File: config.mk
export PLATFORM = sky130hd
export DESIGN_NAME = bcd_display_scanner_flat
export DESIGN_NICKNAME = d
export VERILOG_FILES = /design/src/rtl/bcd_display_scanner_if.sv /design/src/rtl/bcd_display_scanner.sv /design/src/flat_wrapper.sv
export SDC_FILE = /design/constraint.sdc
export NUM_CORES = 1
export LEC_CHECK = 0
export BUFFER_PORTS_ARGS = -buffer_cell sky130_fd_sc_hd__buf_2
export CORE_MARGIN = 2
export CORE_UTILIZATION = 30
export DETAILED_ROUTE_END_ITERATION = 12
export GPL_TIMING_DRIVEN = 0
export SLEW_MARGIN = 20
export SYNTH_ARGS = -nofsm -noshare
export SYNTH_HDL_FRONTEND = slang
export SYNTH_SLANG_ARGS = --single-unit
export TNS_END_PERCENT = 10
File: constraint.sdc
create_clock -name clk -period 2.3 [get_ports clk]
set_clock_uncertainty 0.1 [all_clocks]
set_input_delay 0.115 -clock clk [delete_from_list [all_inputs] [get_ports clk]]
set_output_delay 0.115 -clock clk [all_outputs]
set_load 0.01 [all_outputs]
File: src/rtl/bcd_display_scanner_if.sv
// ---------------------------------------------------------------------------
// bcd_display_scanner_if
// Bundles the control, digit-load and display-drive signals of the
// 7-segment scan controller.
//   en         : scan enable (low = blank display, freeze scan)
//   load       : one-cycle strobe capturing digits_in
//   digits_in  : packed BCD, digit 0 in bits [3:0]
//   bcd_out    : nibble for the BCD-to-7-segment decoder (4'hF = blank)
//   an_n       : active-low anode enables, bit i = digit i
//   frame_tick : one-cycle pulse when the scan wraps to digit 0
// Modports: master drives en/load/digits_in, slave (the scanner) drives
// the display outputs.
// ---------------------------------------------------------------------------
interface bcd_display_scanner_if #(
    parameter int unsigned NUM_DIGITS = 4
);
    logic                      en;
    logic                      load;
    logic [4*NUM_DIGITS-1:0]   digits_in;
    logic [3:0]                bcd_out;
    logic [NUM_DIGITS-1:0]     an_n;
    logic                      frame_tick;

    modport master (
        output en, load, digits_in,
        input  bcd_out, an_n, frame_tick
    );

    modport slave (
        input  en, load, digits_in,
        output bcd_out, an_n, frame_tick
    );
endinterface

File: src/rtl/bcd_display_scanner.sv
// ---------------------------------------------------------------------------
// bcd_display_scanner
// Time-multiplexed scan controller for a common-anode multi-digit 7-segment
// display. Digits are double-buffered (staging -> display) and the display
// copy only changes at a frame wrap, so a frame never shows a torn value.
// Ports:
//   clk  : system clock
//   rst  : asynchronous, active-high reset
//   bus  : bcd_display_scanner_if.slave (en, load, digits_in in;
//          bcd_out, an_n, frame_tick out, all outputs registered)
// Parameters:
//   NUM_DIGITS : number of digits (2..8)
//   PRESCALE   : clk cycles each digit stays lit (>= 2)
// Optional feature (macro LEADING_ZERO_BLANK_EN): zero digits above the most
// significant nonzero digit are blanked (bcd_out = 4'hF, anode off); digit 0
// is never blanked.
// ---------------------------------------------------------------------------
module bcd_display_scanner #(
    parameter int unsigned NUM_DIGITS = 4,
    parameter int unsigned PRESCALE   = 50000
) (
    input  logic                   clk,
    input  logic                   rst,
    bcd_display_scanner_if.slave   bus
);
    localparam int unsigned CNT_W = (PRESCALE   > 2) ? $clog2(PRESCALE)   : 1;
    localparam int unsigned IDX_W = (NUM_DIGITS > 2) ? $clog2(NUM_DIGITS) : 1;

    logic [CNT_W-1:0]                r_cnt;
    logic [IDX_W-1:0]                r_idx;
    logic                            r_pending;
    logic [NUM_DIGITS-1:0][3:0]      r_staging;
    logic [NUM_DIGITS-1:0][3:0]      r_display;
    logic [3:0]                      r_bcd_out;
    logic [NUM_DIGITS-1:0]           r_an_n;
    logic                            r_frame_tick;

    logic [NUM_DIGITS-1:0][3:0]      w_digits_in;
    logic                            w_tick;
    logic                            w_wrap;
    logic                            w_blank_cur;
    logic [CNT_W-1:0]                w_cnt_nxt;
    logic [IDX_W-1:0]                w_idx_nxt;
    logic                            w_pending_nxt;
    logic [NUM_DIGITS-1:0][3:0]      w_staging_nxt;
    logic [NUM_DIGITS-1:0][3:0]      w_display_nxt;
    logic [3:0]                      w_bcd_nxt;
    logic [NUM_DIGITS-1:0]           w_an_n_nxt;

    assign w_digits_in = bus.digits_in;

    // Prescaler terminal count and frame wrap; both gated by en so a frozen
    // scan never transfers the staging buffer.
    assign w_tick = bus.en && (r_cnt == CNT_W'(PRESCALE - 1));
    assign w_wrap = w_tick && (r_idx == IDX_W'(NUM_DIGITS - 1));

`ifdef LEADING_ZERO_BLANK_EN
    logic [NUM_DIGITS-1:0] w_blank;
    logic                  w_seen_nz;

    // Walk down from the top digit; a digit is blank while no nonzero digit
    // has been seen at or above it. Digit 0 always shows.
    always_comb begin
        w_blank   = '0;
        w_seen_nz = 1'b0;
        for (int i = int'(NUM_DIGITS) - 1; i >= 1; i--) begin
            w_seen_nz  = w_seen_nz | (r_display[i] != 4'h0);
            w_blank[i] = ~w_seen_nz;
        end
    end

    assign w_blank_cur = w_blank[r_idx];
`else
    assign w_blank_cur = 1'b0;
`endif

    // Next-state: scan position, double buffer and registered display drive.
    always_comb begin
        w_cnt_nxt     = r_cnt;
        w_idx_nxt     = r_idx;
        w_pending_nxt = r_pending;
        w_staging_nxt = r_staging;
        w_display_nxt = r_display;
        w_bcd_nxt     = 4'hF;
        w_an_n_nxt    = '1;

        if (bus.en) begin
            if (w_tick) begin
                w_cnt_nxt = '0;
                w_idx_nxt = w_wrap ? '0 : r_idx + IDX_W'(1);
            end else begin
                w_cnt_nxt = r_cnt + CNT_W'(1);
            end
        end

        if (bus.load) begin
            w_staging_nxt = w_digits_in;
        end

        // A load coinciding with the wrap bypasses staging so it shows in
        // the very next frame; otherwise the wrap drains a pending load.
        if (w_wrap && bus.load) begin
            w_display_nxt = w_digits_in;
            w_pending_nxt = 1'b0;
        end else if (w_wrap && r_pending) begin
            w_display_nxt = r_staging;
            w_pending_nxt = 1'b0;
        end else if (bus.load) begin
            w_pending_nxt = 1'b1;
        end

        if (bus.en && !w_blank_cur) begin
            w_bcd_nxt  = r_display[r_idx];
            w_an_n_nxt = ~(NUM_DIGITS'(1) << r_idx);
        end
    end

    // State and output registers.
    always_ff @(posedge clk or posedge rst) begin
        if (rst) begin
            r_cnt        <= '0;
            r_idx        <= '0;
            r_pending    <= 1'b0;
            r_staging    <= {NUM_DIGITS{4'hF}};
            r_display    <= {NUM_DIGITS{4'hF}};
            r_bcd_out    <= 4'hF;
            r_an_n       <= '1;
            r_frame_tick <= 1'b0;
        end else begin
            r_cnt        <= w_cnt_nxt;
            r_idx        <= w_idx_nxt;
            r_pending    <= w_pending_nxt;
            r_staging    <= w_staging_nxt;
            r_display    <= w_display_nxt;
            r_bcd_out    <= w_bcd_nxt;
            r_an_n       <= w_an_n_nxt;
            r_frame_tick <= w_wrap;
        end
    end

    assign bus.bcd_out    = r_bcd_out;
    assign bus.an_n       = r_an_n;
    assign bus.frame_tick = r_frame_tick;

endmodule

File: src/flat_wrapper.sv
// flat-port wrapper written by rule: the top's interface ports become plain ports
module bcd_display_scanner_flat 
#(
    parameter int unsigned NUM_DIGITS = 4,
    parameter int unsigned PRESCALE   = 50000
)
  (clk, rst, bus_en, bus_load, bus_digits_in, bus_bcd_out, bus_an_n, bus_frame_tick);
  bcd_display_scanner_if #(.NUM_DIGITS(NUM_DIGITS)) bus_i ();
  input  logic clk;
  input  logic rst;
  input wire logic [$bits(bus_i.en)-1:0] bus_en;
  input wire logic [$bits(bus_i.load)-1:0] bus_load;
  input wire logic [$bits(bus_i.digits_in)-1:0] bus_digits_in;
  output wire logic [$bits(bus_i.bcd_out)-1:0] bus_bcd_out;
  output wire logic [$bits(bus_i.an_n)-1:0] bus_an_n;
  output wire logic [$bits(bus_i.frame_tick)-1:0] bus_frame_tick;
  assign bus_i.en = bus_en;
  assign bus_i.load = bus_load;
  assign bus_i.digits_in = bus_digits_in;
  assign bus_bcd_out = bus_i.bcd_out;
  assign bus_an_n = bus_i.an_n;
  assign bus_frame_tick = bus_i.frame_tick;
  bcd_display_scanner #(.NUM_DIGITS(NUM_DIGITS), .PRESCALE(PRESCALE)) u_core (.clk(clk), .rst(rst), .bus(bus_i));
endmodule
== Word-level counts from Yosys, hierarchy flattened ==
Cells that the tools add are included.
Word-level totals
  flip-flop bits (word level): 60
Cells by class
  $add $sub $neg: 2
  magnitude comparators: 1
  equal/unequal tests: 2
  shift-type cells: 1
  muxes and demuxes: 11
  bitwise gates (word level): 1
  reduce and logical (&&, ||, !) cells: 7
Operators with widths (number)
  16-bit two-way mux: 3
  16-bit by 1-bit adder with 16-bit output (second input constant): 1
  16-bit == test (second input constant): 1
  4-bit two-way mux: 3
  4-bit binary-select mux with 2-bit select: 1
  1-bit logical AND: 4
  4-bit inverter: 1
  1-bit by 2-bit << shifter with 4-bit output (first input constant): 1
  2-bit by 3-bit less-than comparator with 1-bit output (second input constant): 1
  1-bit two-way mux: 3
  3-bit nonzero test: 1
  2-bit by 1-bit adder with 2-bit output (second input constant): 1
  2-bit == test (second input constant): 1
  2-bit two-way mux: 1
  2-bit AND reduction: 1
  2-bit nonzero test: 1

== Logic depth before layout (Yosys ltp) ==
Gate-level depths: netlist of run 1.
  depth in word-level cells: 6
  gate-level depth with buffers: 6
  depth with buffers taken out: 5

== Least setup slack after synthesis of run 1 ==
Ideal clock, no wire load.
  path type: flip-flop to flip-flop
  start: register u_core.r_cnt[0]
  end: register u_core.r_display[10] (netlist name)
  setup time: 82 ps
  arrival time: 1786 ps
  required time: 2118 ps
  setup slack: 331 ps
  cell stages (with the launch flop): 7
  buffers on the path: 1
  clock period less this slack: 1969 ps
  cells stage by stage: dfrtp_1 -> ha_1 -> and4_1 -> nand4_2 -> nor3_4 -> buf_8 -> mux2_2
Between the ends
  word-level cells in the longest chain between the ends: 5
  elaborated cells on any way between the ends: 7
RTL lines
  start, declared: line bcd_display_scanner.sv:29  | logic [CNT_W-1:0] r_cnt;
  start signal, assigned: line bcd_display_scanner.sv:130  | r_cnt <= w_cnt_nxt;
  16-bit == test (*): line bcd_display_scanner.sv:54  | assign w_tick = bus.en && (r_cnt == CNT_W'(PRESCALE - 1));
  1-bit logical AND (*): line bcd_display_scanner.sv:54
  1-bit logical AND (*): line bcd_display_scanner.sv:55  | assign w_wrap = w_tick && (r_idx == IDX_W'(NUM_DIGITS - 1));
  1-bit logical AND, on equally long branches: line bcd_display_scanner.sv:102, bcd_display_scanner.sv:105
  16-bit two-way mux or 2-bit nonzero test (tied branches)
  end signal, assigned: line bcd_display_scanner.sv:125  | r_display <= {NUM_DIGITS{4'hF}};
  end signal, assigned: line bcd_display_scanner.sv:134  | r_display <= w_display_nxt;
  end, declared: line bcd_display_scanner.sv:33  | logic [NUM_DIGITS-1:0][3:0] r_display;
Mark *: on every way between the ends. The rest lies on a longest branch, timed or not.
A chain may end at the register's enable or synchronous reset.

== Worst setup path in the final report of run 1 ==
  start: register u_core.r_cnt[5]
  end: register u_core.r_display[1] (netlist name)
The elaborated chain is that of the path after synthesis.

==> results.py, run 1 <==
metrics = {
    "outcome": {
        "status": "finished, final reports clean",
    },
    "synthesis": {
        "yosysTopAreaCellShare_pct": 37.4,
        "netlist_area_mm2": 0.00281,
        "ys_seq_area_share_pct": 55.2,
        "ys.flop_type": "dfstp_2",
        "synth_cell_types": 38,
        "synth_common_cells": "dfstp_2, mux2_2, nor2_1",
        "synth-seq-cells": 60,
        "synth_edf_count": 0,
        "synth.most_common_cell": "dfstp_2",
        "synthArstFlopShare_pct": 100,
        "yosysTopAreaCell": "dfstp_2",
        "postSynthCellCount": 236,
        "synth-warning-count": 0,
        "syn-num-nets": 261,
        "synth.area.top_cells": "dfstp_2, dfrtp_1, mux2_2, nor2_1, mux4_2",
        "avgSynthCellArea_um2": 11.9,
    },
    "timing": {
        "maxSlewViolCount": 0,
        "final.setup.tns_ns": 0,
        "period_minus_slack_ns": 2.08,
        "holdWs_ns": 0.0274,
        "finalHoldViolations": 0,
        "finalSetupViolCount": 0,
        "fmax_mhz": 480,
        "fin_crit_sh_pct": 90.5,
        "grt_setup_unrepaired": "false",
        "worst_pin_slew_ns": 0.544,
        "slew_headroom_pct": 63.7,
    },
    "global_routing": {
        "gr-usage-all-layers_pct": 11.5,
        "grt_pass1_wl_um": 9080,
        "grt_pass1_vias": 1916,
        "grt-ovfl-total": 0,
        "antenna_found_initial": 0,
        "grt_max_degree": 47,
    },
    "pwr": {
        "sw_frac_of_total_pct": 24.4,
        "p_sw_mw": 0.574,
        "power_frac_seq_pct": 51.9,
        "power_per_cell_area_mw_per_mm2": 673,
        "vdd_drop_max_uv": 446,
        "cellLeakagePower_nw": 1.50,
        "clkPwrFrac_pct": 37.6,
        "p_comb_share_pct": 10.5,
        "p_int_mw": 1.78,
    },
    "final_layout": {
        "multi_input_area_mm2": 0.00114,
        "nNetsFinal": 320,
        "area_growth_pct": 24.3,
        "n_fill_cell": 876,
        "drive_gt1_share_pct": 43.3,
        "n_antenna_cell": 0,
        "sequential_cell_area_mm2": 0.00155,
        "postLayoutCellArea_mm2": 0.00349,
    },
    "critical_path": {
        "slowest_delay_ns": 0.46,
        "worstSetupPathType": "register to register",
        "critPathRequiredTime_ns": 2.46,
        "r2r-start": "u_core.r_cnt[5]",
        "cp_slowest_cell": "nor4b_2",
        "crit_end": "u_core.r_display[1]",
        "startpoint_type": "register",
        "path_cells": "nor4b_2 > nand2_1 > nor3_4 > buf_4 > mux2_2",
        "endpoint_kind": "register",
        "crit_fanout": 4,
        "arrival_ns": 2.24,
        "critPathLaunch": "u_core.r_cnt[5]",
        "reg2reg_slack_ns": 0.22,
        "rr_worst_depth": 5,
        "r2r-end": "u_core.r_display[1]",
    },
    "placed_design": {
        "gp_congestion": 0.802,
        "place_hpwl_um": 3740,
        "post_dp_cell_area_mm2": 0.00311,
        "port-buffer-count": 27,
    },
    "floorplan": {
        "core_mm2": 0.00915,
        "die_h_um": 101,
        "die_w_um": 101,
        "ios": 29,
        "start_util_pct": 30.7,
        "die_area_mm2": 0.0102,
        "rows": 35,
    },
    "clock_tree": {
        "clock_tree.root_cell": "clkbuf_8",
        "cts_made_buffers": 9,
        "path_clk_slew_ns": 0.06,
        "clk_path_buf_depth": 2,
        "clk_latency_ns": 0.33,
        "cts.sinks": 60,
        "cts_tree": "yes",
        "htree_levels": 3,
    },
    "routing": {
        "ant_nets": 0,
        "wl_per_cell_um": 12.7,
        "first_pass_iters": 5,
        "drtIter0Drc": 59,
        "drc": 0,
        "vias": 1886,
        "finalWirelength_um": 5220,
        "post_drt_via_cell_ratio": 4.59,
    },
    "run": {
        "maxCapViolCount": 0,
    },
    "worst_hold_path": {
        "holdCritPathClass": "primary input to register",
    },
}
==> worst min path at each step <==
| stage | start | to | slack (ns) | cells past startpoint |
|---|---|---|---|---|
| 2_1_floorplan | bus_digits_in[3] | u_core.r_staging[3] | 0.15 | 2 |
| 3_3_place_gp | bus_digits_in[6] | u_core.r_staging[6] | 0.27 | 2 |
| 3_5_place_dp | rst | u_core.r_cnt[13] | -0.03 | 2 |
| 4_1_cts | bus_load | u_core.r_staging[5] | 0.02 | 2 |
| 5_1_grt | bus_load | u_core.r_staging[5] | 0.04 | 2 |
| 6_report | bus_load | u_core.r_staging[5] | 0.03 | 2 |
==> layer usage <==
layer / vias to the layer above / track usage [%] / part of all wire, %
li1: 917 / - / -
met1: 922 / 14.6 / 44
met2: 37 / 18.6 / 51
met3: 10 / 3.68 / 4.0
met4: 0 / 3.79 / 1.3
met5: - / 0 / 0
==> worst max-delay path: cells and delay by family, from the launching register on <==
family	cells	cell delay [ns]
AND/OR/NAND/NOR	3	0.97
buffers and inverters	1	0.19
multiplexers	1	0.33
flip-flops	1	0.42
==> area by class of cell <==
type                            count  share of cell area (%)
Sequential cell                    60                    44.4
Buffer                              8                    1.22
Clock inverter                      5                    1.50
Multi-Input combinational cell    148                    32.7
Timing Repair Buffer               48                    10.2
Inverter                           20                    2.22
Clock buffer                       11                    3.76
Tap cell                          111                    3.98
==> power by group through the flow <==
stage	sequential (mW)	clock [mW]	combinational, mW
6_report	1.22	0.883	0.247
3_3_place_gp	1.23	0	0.215
4_1_cts	1.22	0.916	0.251
2_1_floorplan	1.22	0	0.161
3_5_place_dp	1.24	0	0.227
5_1_grt	1.23	0.958	0.284
==> cell families (layout without fill, tap and decap cells) <==
family                   after synthesis  after routing  share of synthesized area (%)
XOR/XNOR                              13             13                           4.05
AND/OR/NAND/NOR                       74             74                           14.4
buffers and inverters                 28             92                           4.18
flip-flops                            60             60                           55.2
adder cells (fa/ha/maj)                5              5                           2.23
AO/OA/AOI/OAI                         19             19                           3.61
multiplexers                          37             37                           16.3
==> state kept, by name (all words and copies together), names as in the netlist <==
register and flops:
u_core.r_pending 1, u_core.r_staging 16, u_core.bus.an_n 4, u_core.r_display 16, u_core.r_idx 2, u_core.r_cnt 16, u_core.bus.bcd_out 4, u_core.bus.frame_tick 1
==> per-stage QoR <==
stage	utilization, %	std cells	power, mW	worst slack, ns
6_report	38.2	411	2.35	0.219
5_1_grt	38.2	411	2.47	0.0606
4_1_cts	38.0	409	2.39	0.0848
3_5_place_dp	34.0	375	1.46	0.110
3_3_place_gp	33.7	374	1.45	-0.136
2_1_floorplan	-	236	1.38	0.331
==> cells in the final DEF, fill, tap and decap left out, drive strengths merged <==
master / synthesis / layout
mux2i: 2 / 2
xor2: 5 / 5
clkinvlp: 0 / 1
clkbuf: 5 / 16
o21ai: 5 / 5
buf: 3 / 33
or3: 1 / 1
nand2: 14 / 14
inv: 20 / 20
nand3b: 1 / 1
and4: 1 / 1
or4: 1 / 1
nor3: 4 / 4
nor4b: 3 / 3
ha: 5 / 5
and3: 2 / 2
dfstp: 40 / 40
a21oi: 12 / 12
nor4: 2 / 2
nor4bb: 1 / 1
xnor2: 8 / 8
dlygate4sd3: 0 / 18
nor2b: 1 / 1
nand3: 4 / 4
dfrtp: 20 / 20
clkinv: 0 / 3
mux4: 4 / 4
nor2: 26 / 26
bufinv: 0 / 1
mux2: 31 / 31
nand4: 7 / 7
o31a: 1 / 1
nand2b: 4 / 4
and2: 2 / 2
o22ai: 1 / 1
==> what timing repair did <==
item,CTS,global route
hold buffers,18,0
endpoints found under the hold margin,40,0
gates resized for setup,0,0
buffers inserted,0,2
setup endpoints to repair,0,10
No activity file was read; power rests on OpenSTA's default activity.
==> run 2, diff against run 1 <==
- CTS_BUF_LIST: default -> sky130_fd_sc_hd__clkbuf_16
==> run 2 against run 1 <==
Net effect: non-clock buffer count did not move; worst setup slack better by 0.0041 ns; highest routed layer unchanged; cell count unchanged; combinational power about the same; count of clock-buffer cells in the layout down 2; critical endpoint is now u_core.r_display[9].
==> results.py, run 2 (synthesis results as in run 1) <==
metrics = {
    "routing": {
        "wl_per_cell_um": 12.8,
        "finalWirelength_um": 5280,
        "ant_nets": 0,
        "post_drt_via_cell_ratio": 4.60,
        "drc": 0,
        "vias": 1891,
        "drtIter0Drc": 80,
        "first_pass_iters": 6,
    },
    "floorplan": {
        "die_h_um": 101,
        "core_mm2": 0.00915,
        "die_w_um": 101,
        "rows": 35,
        "die_area_mm2": 0.0102,
        "start_util_pct": 30.7,
        "ios": 29,
    },
    "critical_path": {
        "arrival_ns": 2.22,
        "critPathRequiredTime_ns": 2.44,
        "worstSetupPathType": "register to register",
        "cp_slowest_cell": "nor4b_2",
        "slowest_delay_ns": 0.47,
        "path_cells": "nor4b_2 > nand2_1 > nor3_4 > buf_8 > mux2_2",
        "crit_buf_inv": 1,
        "startpoint_type": "register",
        "crit_fanout": 10,
        "endpoint_kind": "register",
        "critPathTopFamily": "simple AND/OR/NAND/NOR gates",
    },
    "clock_tree": {
        "cts_made_buffers": 9,
        "clk_latency_ns": 0.32,
        "cts.sinks": 60,
        "clk_path_buf_depth": 2,
        "cts_tree": "yes",
        "clock_tree.root_cell": "clkbuf_16",
        "cts_repair_resize_count": 0,
        "htree_levels": 3,
        "path_clk_slew_ns": 0.05,
    },
    "final_layout": {
        "post-route-util_pct": 39.3,
        "stdcell_count": 411,
        "drive_gt1_share_pct": 43.3,
        "layout_commonest_cell": "dfstp_2",
        "area_growth_pct": 27.9,
        "postLayoutCellArea_mm2": 0.00359,
        "nNetsFinal": 320,
        "reg.largest.list": "u_core.r_cnt x16, u_core.r_display x16, u_core.r_staging x16",
        "n_antenna_cell": 0,
        "final_cell_mix": "dfstp_2, mux2_2, buf_2",
    },
    "timing": {
        "fin_ws_ns": 0.223,
        "period_minus_slack_ns": 2.08,
        "holdWs_ns": 0.0338,
        "finalHoldViolations": 0,
        "worst_pin_slew_ns": 0.547,
        "slew_headroom_pct": 63.5,
        "fmax_mhz": 481,
        "fin_crit_sh_pct": 90.3,
        "final.setup.tns_ns": 0,
        "grt_setup_unrepaired": "false",
        "maxSlewViolCount": 0,
        "finalSetupViolCount": 0,
    },
    "global_routing": {
        "gr-usage-all-layers_pct": 11.8,
        "grt-ovfl-total": 0,
        "grt_pass1_vias": 1924,
        "globalRouteMet1Util_pct": 14.6,
        "grt_max_degree": 47,
        "grt_util_met3_pct": 4.16,
        "use_met2_pct": 18.8,
        "grt_pass1_wl_um": 9160,
        "antenna_found_initial": 0,
        "grt-busiest-layer": "met2",
    },
    "run": {
        "maxCapViolCount": 0,
    },
    "pwr": {
        "cellLeakagePower_nw": 1.56,
        "power_per_cell_area_mw_per_mm2": 760,
        "power_mw": 2.73,
        "vdd_drop_max_uv": 531,
    },
    "placed_design": {
        "post_dp_cell_area_mm2": 0.00311,
        "gp_congestion": 0.802,
        "place_hpwl_um": 3740,
        "pre_cts_ws_ns": 0.110,
        "port-buffer-count": 27,
        "dp_cells": 375,
    },
    "worst_hold_path": {
        "holdCritPathClass": "primary input to register",
    },
    "outcome": {
        "status": "finished, final reports clean",
    },
}
-- run 2: path summary, 6_finish.rpt --
path	from	endpoint	slack [ns]	depth (start not counted)
worst max-delay path	u_core.r_cnt[5]	u_core.r_display[9]	0.22	5
worst min-delay path	bus_load	u_core.r_staging[5]	0.03	2
worst max register to register	u_core.r_cnt[5]	u_core.r_display[9]	0.22	5
worst min register to register	u_core.r_staging[3]	u_core.r_staging[3]	0.37	2
max in group asynchronous	rst	u_core.r_staging[5]	1.39	4
min in group asynchronous	rst	u_core.r_cnt[13]	0.17	3
-- run 2: worst reg2reg max path, delay by kind of cell (launching register included) --
family	cells	cell delay, ns
flip-flops	1	0.41
multiplexers	1	0.34
AND/OR/NAND/NOR	3	0.98
buffers and inverters	1	0.18
-- run 2: cell type report --
cell class              count  area [um^2]
plain buffers               8         42.5
clock buffers               9          225
clock inverters             7         60.1
fillers                   864         5560
inverters                  20         77.6
multi-input cells         148         1140
flip-flops and latches     60         1550
well taps                 111          139
repair buffers             48          358
-- run 2: where the power goes --
group / switching, mW / leakage [nW] / internal, mW / total [mW]
registers: 0.0632 / 0.676 / 1.16 / 1.22
logic: 0.121 / 0.733 / 0.125 / 0.246
clock network: 0.442 / 0.148 / 0.822 / 1.26
total: 0.626 / 1.56 / 2.10 / 2.73
-- run 2: repair_timing --
| action | in CTS | in global routing |
|---|---|---|
| hold buffers | 18 | 0 |
| endpoints found under the setup margin | 0 | 10 |
| endpoints found under the hold margin | 40 | 0 |
| buffers inserted | 0 | 2 |
-- run 2: per-layer routing --
metal  vias up  wire, um
met5         -         0
met4         0        56
met3        10       216
met2        39      2710
met1       921      2300
li1        921         -
==> run 3, diff against run 2 <==
- GPL_TIMING_DRIVEN: 0 -> default
==> run 3 against run 2 <==
Net effect: utilization shrank 0.44 points; sequential power is essentially flat; worst hold slack gained 0.037 ns; worst setup slack improved by 0.013 ns; die area is the same; critical path depth increased by 1; largest cell class unchanged.
==> results.py, run 3 (synthesis results as in run 1) <==
metrics = {
    "outcome": {
        "status": "finished, final reports clean",
    },
    "placed_design": {
        "pre_cts_ws_ns": 0.248,
        "dp_cells": 377,
        "gp_congestion": 0.750,
        "place_hpwl_um": 3830,
        "port-buffer-count": 28,
        "post_dp_cell_area_mm2": 0.00313,
    },
    "final_layout": {
        "drive_gt1_share_pct": 44.6,
        "layout_commonest_cell": "dfstp_2",
        "area_growth_pct": 26.5,
        "reg.largest.list": "u_core.r_cnt x16, u_core.r_display x16, u_core.r_staging x16",
        "post-route-util_pct": 38.8,
        "n_antenna_cell": 0,
        "postLayoutCellArea_mm2": 0.00355,
        "n_fill_cell": 872,
        "final_cell_mix": "dfstp_2, mux2_2, buf_2",
        "nNetsFinal": 319,
        "stdcell_count": 409,
    },
    "routing": {
        "vias": 1888,
        "drc": 0,
        "finalWirelength_um": 5560,
        "first_pass_iters": 4,
        "ant_nets": 0,
        "wl_per_cell_um": 13.6,
        "drtIter0Drc": 71,
        "post_drt_via_cell_ratio": 4.62,
    },
    "pwr": {
        "power_per_cell_area_mw_per_mm2": 734,
        "power_mw": 2.61,
        "cellLeakagePower_nw": 1.55,
        "vdd_drop_max_uv": 499,
    },
    "timing": {
        "worst_pin_slew_ns": 0.591,
        "fin_ws_ns": 0.236,
        "holdWs_ns": 0.0709,
        "fin_crit_sh_pct": 89.7,
        "maxSlewViolCount": 0,
        "slew_headroom_pct": 60.6,
        "finalSetupViolCount": 0,
        "fmax_mhz": 484,
        "finalHoldViolations": 0,
        "period_minus_slack_ns": 2.06,
        "grt_setup_unrepaired": "false",
        "final.setup.tns_ns": 0,
    },
    "critical_path": {
        "startpoint_type": "register",
        "arrival_ns": 2.21,
        "crit_fanout": 15,
        "endpoint_kind": "register",
        "worstSetupPathType": "register to register",
        "critPathRequiredTime_ns": 2.45,
    },
    "floorplan": {
        "die_h_um": 101,
        "core_mm2": 0.00915,
        "die_area_mm2": 0.0102,
        "ios": 29,
        "rows": 35,
        "start_util_pct": 30.7,
        "die_w_um": 101,
    },
    "clock_tree": {
        "cts_tree": "yes",
        "clock_tree.root_cell": "clkbuf_16",
        "clk_latency_ns": 0.32,
        "cts_setup_buffers": 0,
        "clk_path_buf_depth": 2,
        "cts.sinks": 60,
        "ctsHoldBuffers": 17,
        "htree_levels": 3,
        "cts_repair_resize_count": 0,
        "cts_made_buffers": 9,
        "path_clk_slew_ns": 0.05,
    },
    "global_routing": {
        "grt_max_degree": 29,
        "grt_pass1_vias": 1969,
        "grt-ovfl-total": 0,
        "antenna_found_initial": 0,
        "gr-usage-all-layers_pct": 12.0,
        "grt_pass1_wl_um": 9250,
    },
    "worst_hold_path": {
        "holdCritPathClass": "primary input to register",
    },
    "run": {
        "maxCapViolCount": 0,
    },
}
## run 3: path summary, 6_finish.rpt
path | startpoint | to | slack [ns] | cells after the start
max | u_core.r_cnt[0] | u_core.r_display[2] | 0.24 | 6
min | bus_en | u_core.bus.an_n[2] | 0.07 | 3
max reg2reg | u_core.r_cnt[0] | u_core.r_display[2] | 0.24 | 6
min reg2reg | u_core.r_staging[3] | u_core.r_staging[3] | 0.39 | 2
max in group asynchronous | rst | u_core.r_staging[2] | 1.14 | 4
min in group asynchronous | rst | u_core.r_cnt[15] | 0.31 | 3
## run 3: metal layers
metal | up-vias | track usage [%] | part of all wire, %
met3 | 7 | 4.85 | 3.2
met5 | - | 0 | 0
met2 | 27 | 19.6 | 50
li1 | 923 | - | -
met1 | 931 | 14.6 | 46
met4 | 0 | 3.48 | 1.1
## run 3: power by group
part | internal, mW | switching, mW
logic | 0.126 | 0.124
clock network | 0.701 | 0.435
registers | 1.16 | 0.0658
total | 1.99 | 0.625
## run 3: worst max-delay path: stages (launching register included)
cell and delay [ns]:
dfrtp_1 0.41, ha_1 0.22, and4_1 0.25, nand4_2 0.19, nor3_4 0.21, buf_4 0.25, mux2_2 0.36
## run 3: area by class of cell
class                      count  area [um^2]  share of cell area [%]
clock buffer                   9          225                    6.34
multi-input combinational    148         1140                    32.1
timing repair buffer          55          398                    11.2
tap                          111          139                    3.91
clock inverter                 6         25.0                   0.704
sequential                    60         1550                    43.6
inverter                      20         75.1                    2.11
